==> src/rtl/vga_timing_gen.sv <==
// VGA raster timing generator: DrawX/DrawY counters plus registered
// blank, sync, line/frame strobes and a free-running frame counter.
module vga_timing_gen #(
    parameter int unsigned H_VISIBLE = 640,
    parameter int unsigned H_FRONT   = 16,
    parameter int unsigned H_SYNC    = 96,
    parameter int unsigned H_BACK    = 48,
    parameter int unsigned V_VISIBLE = 480,
    parameter int unsigned V_FRONT   = 10,
    parameter int unsigned V_SYNC    = 2,
    parameter int unsigned V_BACK    = 33
) (
    input  logic       vga_clk,
    input  logic       reset_n,
    output logic [9:0] DrawX,
    output logic [9:0] DrawY,
    output logic       blank,
    output logic       hs,
    output logic       vs,
    output logic       line_start,
    output logic       frame_start,
    output logic [7:0] frame_count
);

    localparam int unsigned H_TOTAL = H_VISIBLE + H_FRONT + H_SYNC + H_BACK;
    localparam int unsigned V_TOTAL = V_VISIBLE + V_FRONT + V_SYNC + V_BACK;

    localparam logic [9:0] H_LAST   = 10'(H_TOTAL - 1);
    localparam logic [9:0] V_LAST   = 10'(V_TOTAL - 1);
    localparam logic [9:0] H_VIS    = 10'(H_VISIBLE);
    localparam logic [9:0] V_VIS    = 10'(V_VISIBLE);
    localparam logic [9:0] HS_START = 10'(H_VISIBLE + H_FRONT);
    localparam logic [9:0] HS_END   = 10'(H_VISIBLE + H_FRONT + H_SYNC);
    localparam logic [9:0] VS_START = 10'(V_VISIBLE + V_FRONT);
    localparam logic [9:0] VS_END   = 10'(V_VISIBLE + V_FRONT + V_SYNC);

    logic [9:0] x_q, x_d;
    logic [9:0] y_q, y_d;
    logic       blank_q, blank_d;
    logic       hs_q, hs_d;
    logic       vs_q, vs_d;
    logic       ls_q, ls_d;
    logic       fs_q, fs_d;
    logic [7:0] fc_q, fc_d;
    logic       h_wrap;

    // Next raster position and the decodes that belong to it, so every
    // registered qualifier lines up with the coordinate it is stored with.
    always_comb begin
        h_wrap  = (x_q == H_LAST);
        x_d     = h_wrap ? 10'd0 : x_q + 10'd1;
        y_d     = y_q;
        if (h_wrap) begin
            y_d = (y_q == V_LAST) ? 10'd0 : y_q + 10'd1;
        end
        blank_d = (x_d < H_VIS) && (y_d < V_VIS);
        hs_d    = !((x_d >= HS_START) && (x_d < HS_END));
        vs_d    = !((y_d >= VS_START) && (y_d < VS_END));
        ls_d    = (x_d == 10'd0);
        fs_d    = ls_d && (y_d == 10'd0);
        fc_d    = fs_d ? fc_q + 8'd1 : fc_q;
    end

    // State registers; reset parks on the last pixel so the first edge
    // after release lands on (0,0) and starts a fresh frame.
    always_ff @(posedge vga_clk or negedge reset_n) begin
        if (!reset_n) begin
            x_q     <= H_LAST;
            y_q     <= V_LAST;
            blank_q <= 1'b0;
            hs_q    <= 1'b1;
            vs_q    <= 1'b1;
            ls_q    <= 1'b0;
            fs_q    <= 1'b0;
            fc_q    <= 8'd0;
        end else begin
            x_q     <= x_d;
            y_q     <= y_d;
            blank_q <= blank_d;
            hs_q    <= hs_d;
            vs_q    <= vs_d;
            ls_q    <= ls_d;
            fs_q    <= fs_d;
            fc_q    <= fc_d;
        end
    end

    assign DrawX       = x_q;
    assign DrawY       = y_q;
    assign blank       = blank_q;
    assign hs          = hs_q;
    assign vs          = vs_q;
    assign line_start  = ls_q;
    assign frame_start = fs_q;
    assign frame_count = fc_q;

endmodule

==> config.mk <==
export PLATFORM = sky130hd
export DESIGN_NAME = vga_timing_gen
export DESIGN_NICKNAME = d
export VERILOG_FILES = /design/src/rtl/vga_timing_gen.sv
export SDC_FILE = /design/constraint.sdc
export NUM_CORES = 1
export LEC_CHECK = 0
export ABC_CLOCK_PERIOD_IN_PS = 6900
export CAP_MARGIN = 20
export CORE_MARGIN = 4
export CORE_UTILIZATION = 40
export CTS_CLUSTER_DIAMETER = 120
export DETAILED_ROUTE_END_ITERATION = 7
export SLEW_MARGIN = 40
export SYNTH_ARGS = -nofsm -noshare
export SYNTH_HDL_FRONTEND = slang
export SYNTH_SLANG_ARGS = --single-unit
==> constraint.sdc <==
create_clock -name vga_clk -period 6.9 [get_ports vga_clk]
set_input_delay 0.69 -clock vga_clk [delete_from_list [all_inputs] [get_ports vga_clk]]
set_output_delay 0.69 -clock vga_clk [all_outputs]
set_load 0.05 [all_outputs]
======== Word-level counts from Yosys, hierarchy flattened ========
Cells that the tools add are included.
word-level totals
  flip-flop bits (word level) ............. 33
  bits in latches ......................... 0
  memory bits (writable) .................. 0
  memory bits (read-only) ................. 0
  input port bits ......................... 2
  output and inout bits ................... 33
  memories kept ........................... 0
operators by class
  $add $sub $neg .......................... 3
  multiply operators ...................... 0
  div/mod/pow operators ................... 0
  order comparisons ....................... 6
  eq/ne operators ......................... 2
  shift operators ......................... 0
  multiplexer cells ....................... 3
  bitwise gates (word level) .............. 0
  reductions and logical operators ........ 8
operators by type and width
  operator                                                      number
  2-to-1 mux 10 bit                                             3
  adder 10 x 1 -> 10 bit (second input constant)                2
  equality test 10 bit (second input constant)                  2
  logical NOT 10 bit                                            2
  less-than comparator 10 bit (second input constant)           2
  less-than comparator 10 x 9 -> 1 bit (second input constant)  2
  >= comparator 10 bit (second input constant)                  1
  >= comparator 10 x 9 -> 1 bit (second input constant)         1
  adder 8 x 1 -> 8 bit (second input constant)                  1
  logical AND 1 bit                                             4
  logical NOT 1 bit                                             2

======== Depth between registers and ports, before layout ========
Gate-level depths: netlist of the first run.
  word-level depth ........................ 6
  gate-level depth with buffers ........... 11
  mapped depth without buffers ............ 10

======== Least setup slack after synthesis of the first run ========
OpenSTA, ideal clock, no wires.
  path kind ............................... register -> register
  from .................................... register x_q[0], in the netlist DrawX[0]
  to ...................................... register fc_q[1], in the netlist frame_count[1]
  library setup time ...................... 127 ps
  data arrival time ....................... 2,662 ps
  required time ........................... 6,773 ps
  path slack .............................. 4,110 ps
  cell stages (with the launch flop) ...... 11
  path buffers ............................ 2
  clock period less this slack ............ 2,790 ps
  cells stage by stage .................... dfstp_2 -> ha_1 -> and4_1 -> buf_2 -> nand4_1 -> nor3_1 -> mux2i_1 -> and4_1 -> and3_1 -> buf_4 -> mux2_1
on the way
  longest elaborated chain between the ends .. 4
RTL lines
  element                                                                RTL line  RTL
  start, declared                                                        37        logic [9:0] x_q, x_d;
  start signal, assigned                                                 68        x_q <= H_LAST;
  start signal, assigned                                                 77        x_q <= x_d;
  adder 10 x 1 -> 10 bit / equality test 10 bit (equally long branches)  51, 50
  2-to-1 mux 10 bit, on equally long branches                            51, 53
  logical NOT 10 bit, on equally long branches                           59, 60
  logical AND 1 bit *                                                    60        fs_d = ls_d && (y_d == 10'd0);
  end signal, assigned                                                   75        fc_q <= 8'd0;
  end signal, assigned                                                   84        fc_q <= fc_d;
  end, declared                                                          44        logic [7:0] fc_q, fc_d;
Mark *: on every way between the ends. The rest lies on a longest branch, timed or not.
A chain may end at the register's enable or synchronous reset.

======== Worst setup path after layout of the first run ========
Ends and elaborated chain as after synthesis.

==> impl_metrics.py, run 1 <==
metrics = {
    "synth": {
        "synth_top_area_share_pct": 28.9,
        "synth_common_cells": "21 x dfrtp_1, 18 x nand3_1, 14 x xnor2_1",
        "syn-num-nets": 189,
        "ys_seq_area_share_pct": 46.2,
        "synth.distinct_cells": 46,
        "synthSimpleGateAreaFrac_pct": 24.9,
        "synth_top_area_cell": "dfrtp_1",
        "ys_seq_elements": 33,
        "synth.area.top_cells": "dfrtp_1 29%, dfstp_2 17%, xnor2_1 6.7%",
        "ys.flop_type": "dfrtp_1",
        "async_flop_share_pct": 100,
        "yosys_warnings": 0,
        "synth-compound-area-share_pct": 9.28,
        "synth_xor_area_share_pct": 11.5,
        "synth_cells": 183,
        "synthesis.area_um2": 1820,
        "syn_area_per_cell_um2": 9.95,
        "synth_fa_ha_area_share_pct": 2.75,
        "synth_top_family_by_area": "simple AND/OR/NAND/NOR gates",
        "synth_mux_area_share_pct": 1.17,
        "synth_edf_count": 0,
        "synthMostInstantiatedCell": "dfrtp_1",
    },
    "setup_path": {
        "crit_path_start_kind": "flop",
        "worstPathCellList": "ha_1 -> and4_1 -> and3_1 -> o21ai_1 -> a21oi_2 -> and4_1 -> and3_1 -> mux2_1",
        "endpoint_kind": "flop",
        "critical-path-top-delay-family": "simple AND/OR/NAND/NOR gates",
        "crit_buf_inv": 0,
        "cp.required_ns": 7.06,
        "r2r_slack_ns": 3.93,
        "crit_type": "reg2reg",
        "cp_max_fo": 14,
        "critPathSlowestCell": "dfstp_2",
        "cp.arrival_ns": 3.13,
        "cpPeakStageDelay_ns": 0.55,
    },
    "placement": {
        "hpwlAfterDp_mm": 2.99,
        "dpl.cell_count": 262,
        "portBuffers": 34,
        "place_congestion": 0.897,
    },
    "clock_tree": {
        "clock_path_buffers": 2,
        "cts_num_sinks": 33,
        "cts_tree": "done",
        "cts_max_level": 2,
        "clkLatencyLatePin_ns": 0.28,
        "post-cts-setup-buffer-count": 0,
        "clkTransAtPathRegs_ns": 0.06,
        "cts_hold_buffers": 0,
        "cts_buffers": 5,
        "root_buffer": "clkbuf_8",
        "cts_resized": 0,
    },
    "floorplanning": {
        "die_area_um2": 5690,
        "start_util_pct": 41.5,
        "pin_count": 35,
        "coreArea_um2": 4380,
        "core.rowCount": 24,
        "dieWidth_um": 75.5,
        "die_h_um": 75.5,
    },
    "drt": {
        "wl_mm": 4.07,
        "drtAntennaViolNets": 0,
        "wl_per_cell_um": 15.1,
        "drc_errors": 0,
        "firstDrtPassIters": 4,
        "drtIter0Drc": 85,
        "vias": 1454,
        "viasPerCell": 5.39,
    },
    "final_layout": {
        "layout.nets": 223,
        "diodes": 0,
        "final.fill_count": 395,
        "syn_to_final_growth_pct": 26.5,
        "stdcell_count": 270,
        "drive_gt1_share_pct": 13.8,
    },
    "timing": {
        "rsz0062_at_grt": "no",
        "fin_crit_sh_pct": 43.1,
        "fin_worst_skew_ns": 0.0113,
        "slew_headroom_pct": 65.5,
        "slew_viol_final": 0,
        "fmax_ghz": 0.336,
        "hold_violations": 0,
        "tns_ns": 0,
        "worst_pin_slew_ns": 0.516,
        "finalSetupViolations": 0,
        "layout_min_cycle_time_ns": 2.97,
    },
    "grt": {
        "grt_usage_pct": 16.0,
        "grt_overflow": 0,
        "grt_max_degree": 34,
        "grt_pass1_vias": 1477,
        "antenna_found_initial": 0,
        "grt_pass1_wl_mm": 6.77,
    },
    "power_and_ir_drop": {
        "clkPwrFrac_pct": 48.1,
        "peakVddDrop_mv": 0.186,
        "power_frac_comb_pct": 1.2,
        "powerDensity_nw_per_um2": 166,
        "intPower_uw": 312,
        "switching_share_pct": 18.3,
        "p_seq_share_pct": 50.7,
        "p_leak_uw": 0.000968,
        "power.switching_uw": 70.0,
    },
    "hold_path": {
        "hold_class": "reg2reg",
    },
    "outcome": {
        "outcome": "complete, no violations",
    },
    "job": {
        "drv_cap": 0,
    },
}
[logic make-up after synthesis]
logic type | after synthesis
and+or+nand+nor | 81
DFF | 33
adders and majority gates | 4
buffers and inverters | 16
AOI/OAI and AO/OA | 23
muxes | 2
xor gates and xnor gates | 24
[sequential cells by signal, indices dropped and copies added, names as in the netlist]
signal,flops
DrawX,10
DrawY,10
frame_count,8
blank,1
frame_start,1
hs,1
line_start,1
vs,1
[power groups by stage]
| stage | Combinational [uW] | Clock (uW) | Sequential, uW |
|---|---|---|---|
| final | 4.44 | 184 | 194 |
| after global routing | 5.53 | 202 | 194 |
| after CTS | 4.88 | 193 | 194 |
| after detailed placement | 4.93 | 0 | 197 |
| after global placement | 4.76 | 0 | 197 |
| after floorplan | 0.000408 | 0 | 197 |
[final timing paths]
| check | end | depth (start not counted) | start |
|---|---|---|---|
| max | frame_count[1]$_DFFE_PN0P_ | 8 | DrawX[0]$_DFF_PN1_ |
| min | frame_count[7]$_DFFE_PN0P_ | 1 | frame_count[7]$_DFFE_PN0P_ |
| max reg2reg | frame_count[1]$_DFFE_PN0P_ | 8 | DrawX[0]$_DFF_PN1_ |
| min reg2reg | frame_count[7]$_DFFE_PN0P_ | 1 | frame_count[7]$_DFFE_PN0P_ |
| max in group asynchronous | DrawX[9]$_DFF_PN1_ | 2 | reset_n |
| min in group asynchronous | DrawY[1]$_DFF_PN0_ | 2 | reset_n |
[placed cells by master, fill, tap and decap left out, drive strengths merged, types with 2 or more instances in the layout]
cell / instances
nand2: 12
or2: 4
inv: 8
a21oi: 3
nor2b: 2
xor2: 10
nor2: 11
ha: 4
dfstp: 12
xnor2: 14
o311ai: 2
nand4: 9
dfrtp: 21
nor3: 7
clkdlybuf4s50: 34
o21ai: 9
nand3b: 2
nand3: 18
or3: 3
and4: 6
and3: 4
clkbuf: 7
[through the flow]
step	power, uW	utilization [%]	hold WS (ns)	worst slack [ns]	area [um2]
floorplan	197	-	0.394	4.11	1820
detailed placement	202	49.9	0.470	3.98	2190
CTS	392	52.5	0.482	3.94	2300
global placement	202	49.9	0.464	4.05	2190
finish	382	52.5	0.480	3.93	2300
global route	402	52.5	0.506	3.77	2300
[final cells by class]
cell class	instances	area (um2)	area share (%)
Clock buffer	7	86.3	3.75
Clock inverter	1	30.0	1.30
Inverter	8	30.0	1.30
Multi-Input combinational cell	134	903	39.2
Sequential cell	33	841	36.5
Tap cell	52	65.1	2.82
Timing Repair Buffer	35	348	15.1
[layer usage]
| metal | track usage (%) | wire length, um |
|---|---|---|
| met1 | 20.2 | 1770 |
| met2 | 25.1 | 1960 |
| met4 | 6.21 | 69 |
| met5 | 0 | 0 |
| met3 | 5.54 | 276 |
No activity file was read; power rests on OpenSTA's default activity.
==> run 2: changes to the inputs <==
ABC_CLOCK_PERIOD_IN_PS = 2810   (was 6900)
clock period = 2.81 ns   (was 6.9 ns; I/O delays follow)
==> run 2 against run 1 <==
Against the previous run:
- combinational power grew 150%
- clock power grew to 2.5 times the previous value
- register-to-register slack worse by 3.8 ns
- sequential share of layout area is 1.2 points lower
- clock skew fell by 0.0033 ns
- count of clock-buffer cells in the layout unchanged
- fmax increased by 12%
- via count increased by 4.8%
- hold slack got worse by 0.080 ns
- non-clock buffer count up 9
- design area grew 3.5%
- cell count increased by 3.3%
- largest power group unchanged
==> impl_metrics.py, run 2 (synthesized netlist as in run 1, its figures left out) <==
metrics = {
    "clock_tree": {
        "clkLatencyLatePin_ns": 0.28,
        "cts_resized": 0,
        "cts_buffers": 5,
        "cts_hold_buffers": 0,
        "cts_tree": "done",
        "root_buffer": "clkbuf_8",
        "post-cts-setup-buffer-count": 0,
        "cts_max_level": 2,
        "clock_path_buffers": 2,
        "cts_num_sinks": 33,
        "clkTransAtPathRegs_ns": 0.07,
    },
    "grt": {
        "grt_pass1_vias": 1496,
        "antenna_found_initial": 0,
        "grt_overflow": 0,
        "grt_pass1_wl_mm": 7.16,
        "grt_usage_pct": 16.7,
        "grt_max_degree": 34,
    },
    "setup_path": {
        "cp.arrival_ns": 2.82,
        "cp_max_fo": 8,
        "crit_path_start_kind": "flop",
        "cp.required_ns": 2.97,
        "r2r-end": "frame_count[1]$_DFFE_PN0P_",
        "ff2ff_path_depth": 7,
        "reg2reg_from": "DrawY[7]$_DFF_PN0_",
        "endpoint_kind": "flop",
        "crit_type": "reg2reg",
        "r2r_slack_ns": 0.15,
    },
    "timing": {
        "slew_viol_final": 0,
        "finalSetupViolations": 0,
        "fmax_ghz": 0.376,
        "layout_min_cycle_time_ns": 2.66,
        "rsz0062_at_grt": "no",
        "hold_violations": 0,
        "worst_pin_slew_ns": 0.522,
        "fin_crit_sh_pct": 94.5,
        "tns_ns": 0,
        "fin_worst_skew_ns": 0.00803,
        "slew_headroom_pct": 65.1,
        "hold_ws_ns": 0.400,
    },
    "final_layout": {
        "drive_gt1_share_pct": 18.1,
        "most-common-layout-cells": "34 x clkdlybuf4s50_1, 21 x dfrtp_1, 18 x nand3_1",
        "layout.nets": 232,
        "final.fill_count": 392,
        "syn_to_final_growth_pct": 30.9,
        "diodes": 0,
        "layout_commonest_cell": "clkdlybuf4s50_1",
    },
    "floorplanning": {
        "core.rowCount": 24,
        "die_h_um": 75.5,
        "coreArea_um2": 4380,
        "die_area_um2": 5690,
        "start_util_pct": 41.5,
        "pin_count": 35,
        "dieWidth_um": 75.5,
    },
    "placement": {
        "place_congestion": 0.851,
        "hpwlAfterDp_mm": 3.23,
        "portBuffers": 34,
    },
    "job": {
        "drv_cap": 0,
    },
    "hold_path": {
        "hold_class": "in2async",
    },
    "drt": {
        "drtAntennaViolNets": 0,
        "wl_per_cell_um": 15.4,
        "drc_errors": 0,
        "drtIter0Drc": 68,
        "viasPerCell": 5.46,
        "wl_mm": 4.28,
        "vias": 1524,
        "firstDrtPassIters": 4,
    },
    "power_and_ir_drop": {
        "powerDensity_nw_per_um2": 397,
        "p_leak_uw": 0.00101,
        "peakVddDrop_mv": 0.231,
    },
    "outcome": {
        "outcome": "complete, no violations",
    },
}
-- run 2: changes by cell type in the layout (fill, tap and decap cells not counted) --
cell    before  now
nor3_4       0    1
and3_1       4    3
buf_4        1   10
nor3_1       6    5
and3_2       0    1
-- run 2: layout make-up --
type	count	area, um2	share of cell area, %
flip-flops and latches	33	841	35.3
clock inverters	1	30.0	1.26
multi-input cells	134	916	38.4
clock buffers	7	86.3	3.62
well taps	52	65.1	2.73
inverters	8	30.0	1.26
repair buffers	44	415	17.4
-- run 2: through the flow --
stage	power [uW]	instances	util (%)	cell area (um2)	setup slack, ns
floorplan	484	183	-	1820	0.0202
global placement	496	271	51.4	2250	0.155
detailed placement	496	271	51.4	2250	0.0627
CTS	959	279	54.1	2370	0.0446
global route	979	279	54.4	2380	0.0147
finish	947	279	54.4	2380	0.154
-- run 2: worst max path at each step --
stage                             from                    endpoint  cells after the start
floorplan           DrawX[0]$_DFF_PN1_  frame_count[1]$_DFFE_PN0P_                     10
global placement    DrawY[7]$_DFF_PN0_  frame_count[1]$_DFFE_PN0P_                      7
detailed placement  DrawX[0]$_DFF_PN1_  frame_count[1]$_DFFE_PN0P_                      8
CTS                 DrawX[0]$_DFF_PN1_  frame_count[1]$_DFFE_PN0P_                      8
global route        DrawX[0]$_DFF_PN1_  frame_count[1]$_DFFE_PN0P_                      8
finish              DrawY[7]$_DFF_PN0_  frame_count[1]$_DFFE_PN0P_                      7
-- run 2: critical path: stages, from the launching register on --
cell and delay [ns]:
dfrtp_1 0.45, or4_4 0.61, o311ai_2 0.30, o211ai_2 0.18
a21oi_2 0.18, and4_1 0.20, and3_2 0.28, mux2_1 0.34
-- run 2: report_power, final --
group	internal, uW	switching (uW)	leakage [uW]	total (uW)
Clock	289	172	0.0000585	461
Combinational	2.13	8.82	0.000548	10.9
Sequential	476	0	0.000408	476
Total	767	180	0.00101	947
-- run 2: metal layers --
metal	part of all wire (%)	GRT usage (%)
met1	43	21.2
met3	6.0	5.15
met2	50	27.1
met5	0	0
met4	1.5	5.63
==> run 3: changes to the inputs <==
CORE_ASPECT_RATIO = 0.75   (was unset)
==> run 3 against run 2 <==
Against the previous run:
- clock skew down 0.0019 ns
- die area up 0.21%
- register-to-register slack improved by 0.07 ns
- sequential cell count is the same
- via count is 1.2% lower
- largest cell class unchanged
- largest power group unchanged
==> impl_metrics.py, run 3 (synthesized netlist as in run 1, its figures left out) <==
metrics = {
    "clock_tree": {
        "cts_buffers": 5,
        "post-cts-setup-buffer-count": 0,
        "clkLatencyLatePin_ns": 0.28,
        "cts_max_level": 2,
        "cts_num_sinks": 33,
        "clkTransAtPathRegs_ns": 0.07,
        "cts_tree": "done",
        "root_buffer": "clkbuf_8",
        "clock_path_buffers": 2,
    },
    "grt": {
        "grt_overflow": 0,
        "antenna_found_initial": 0,
        "grt_pass1_wl_mm": 7.27,
        "grt_pass1_vias": 1449,
        "grt_max_degree": 34,
        "grt_usage_pct": 16.6,
    },
    "final_layout": {
        "syn_to_final_growth_pct": 29.4,
        "fin_area_um2": 2360,
        "fin_util_pct": 55.7,
        "layout_commonest_cell": "clkdlybuf4s50_1",
        "diodes": 0,
        "most-common-layout-cells": "34 x clkdlybuf4s50_1, 21 x dfrtp_1, 18 x nand3_1",
        "layout.nets": 232,
        "final.fill_count": 373,
        "drive_gt1_share_pct": 18.9,
    },
    "job": {
        "drv_cap": 0,
    },
    "setup_path": {
        "crit_path_start_kind": "flop",
        "critical-path-top-delay-family": "simple AND/OR/NAND/NOR gates",
        "cpPeakStageDelay_ns": 0.55,
        "cp.required_ns": 2.98,
        "critPathSlowestCell": "dfstp_2",
        "crit_buf_inv": 0,
        "cp_max_fo": 8,
        "path_common_cell": "and4_1",
        "cp.arrival_ns": 2.76,
        "crit_type": "reg2reg",
        "worstPathCellList": "ha_1 -> and4_1 -> nand3_1 -> nor3_2 -> xnor2_1 -> and4_1 -> and3_2 -> mux2_1",
        "endpoint_kind": "flop",
    },
    "timing": {
        "slew_viol_final": 0,
        "layout_min_cycle_time_ns": 2.59,
        "fin_worst_skew_ns": 0.00613,
        "fin_crit_sh_pct": 92.1,
        "finalSetupViolations": 0,
        "worst_pin_slew_ns": 0.511,
        "hold_violations": 0,
        "fmax_ghz": 0.386,
        "slew_headroom_pct": 65.8,
        "tns_ns": 0,
        "rsz0062_at_grt": "no",
    },
    "floorplanning": {
        "die_area_um2": 5710,
        "die_h_um": 66.4,
        "core.rowCount": 20,
        "coreArea_um2": 4230,
        "start_util_pct": 43.0,
        "pin_count": 35,
        "dieWidth_um": 85.9,
    },
    "power_and_ir_drop": {
        "intPower_uw": 649,
        "power.switching_uw": 185,
        "powerDensity_nw_per_um2": 354,
        "clkPwrFrac_pct": 41.6,
        "p_leak_uw": 0.00100,
        "p_total_uw": 833,
        "switching_share_pct": 22.2,
        "power_frac_comb_pct": 1.3,
        "p_seq_share_pct": 57.1,
        "peakVddDrop_mv": 0.237,
    },
    "hold_path": {
        "hold_class": "in2async",
    },
    "drt": {
        "wl_mm": 4.25,
        "drtAntennaViolNets": 0,
        "viasPerCell": 5.34,
        "wl_per_cell_um": 15.1,
        "vias": 1506,
        "drc_errors": 0,
        "firstDrtPassIters": 4,
        "drtIter0Drc": 62,
    },
    "placement": {
        "place_congestion": 0.871,
        "portBuffers": 34,
        "hpwlAfterDp_mm": 3.20,
        "placed_cell_area_um2": 2260,
    },
    "outcome": {
        "outcome": "complete, no violations",
    },
}
==> run 3: cell count changes in the layout (fill, tap and decap cells not counted), sizes merged <==
cell,previous run,this run
clkinvlp,0,1
clkinv,0,2
clkbuf,7,5
bufinv,1,0
==> run 3: what timing repair did <==
item,CTS,global route
endpoints found under the setup margin,0,7
resized for setup,0,3
endpoints found under the hold margin,0,0
hold buffers,0,0
==> run 3: worst paths after layout <==
kind / start / to / slack [ns] / cells past startpoint
worst max-delay path: DrawX[0]$_DFF_PN1_ / frame_count[1]$_DFFE_PN0P_ / 0.22 / 8
max in group asynchronous: reset_n / hs$_DFF_PN1_ / 2.09 / 2
worst min-delay path: reset_n / DrawY[0]$_DFF_PN0_ / 0.38 / 2
min in group vga_clk: frame_count[7]$_DFFE_PN0P_ / frame_count[7]$_DFFE_PN0P_ / 0.47 / 1
worst max register to register: DrawX[0]$_DFF_PN1_ / frame_count[1]$_DFFE_PN0P_ / 0.22 / 8
worst min register to register: frame_count[7]$_DFFE_PN0P_ / frame_count[7]$_DFFE_PN0P_ / 0.47 / 1
==> run 3: final cells by class <==
| cell class | instances | area [um2] | share of cell area [%] |
|---|---|---|---|
| Multi-Input combinational cell | 134 | 915 | 38.8 |
| Inverter | 8 | 30.0 | 1.27 |
| Timing Repair Buffer | 44 | 415 | 17.6 |
| Clock buffer | 5 | 68.8 | 2.92 |
| Tap cell | 55 | 68.8 | 2.92 |
| Sequential cell | 33 | 841 | 35.7 |
| Clock inverter | 3 | 17.5 | 0.743 |
==> run 3: per-layer routing <==
layer	GRT usage (%)	share of wire [%]	routed length (um)
met1	23.9	51	2180
met2	23.3	41	1730
met3	4.61	5.9	250
met4	6.52	1.9	80
met5	0	0	0
==> run 3: power by group through the flow <==
stage                     Clock, uW  Sequential (uW)  Combinational, uW
after detailed placement          0              484               11.8
after CTS                       357              476               11.8
final                           347              476               10.8
after floorplan                   0              484           0.000408
after global placement            0              484               11.5
after global routing            381              475               13.3
==> run 3: metrics by stage <==
step / hold slack, ns / instances / setup slack [ns]
floorplan: -0.0146 / 183 / 0.0202
global placement: 0.464 / 274 / 0.197
detailed placement: 0.469 / 274 / 0.0939
CTS: 0.401 / 282 / 0.0860
global route: 0.425 / 282 / 0.0461
finish: 0.382 / 282 / 0.222
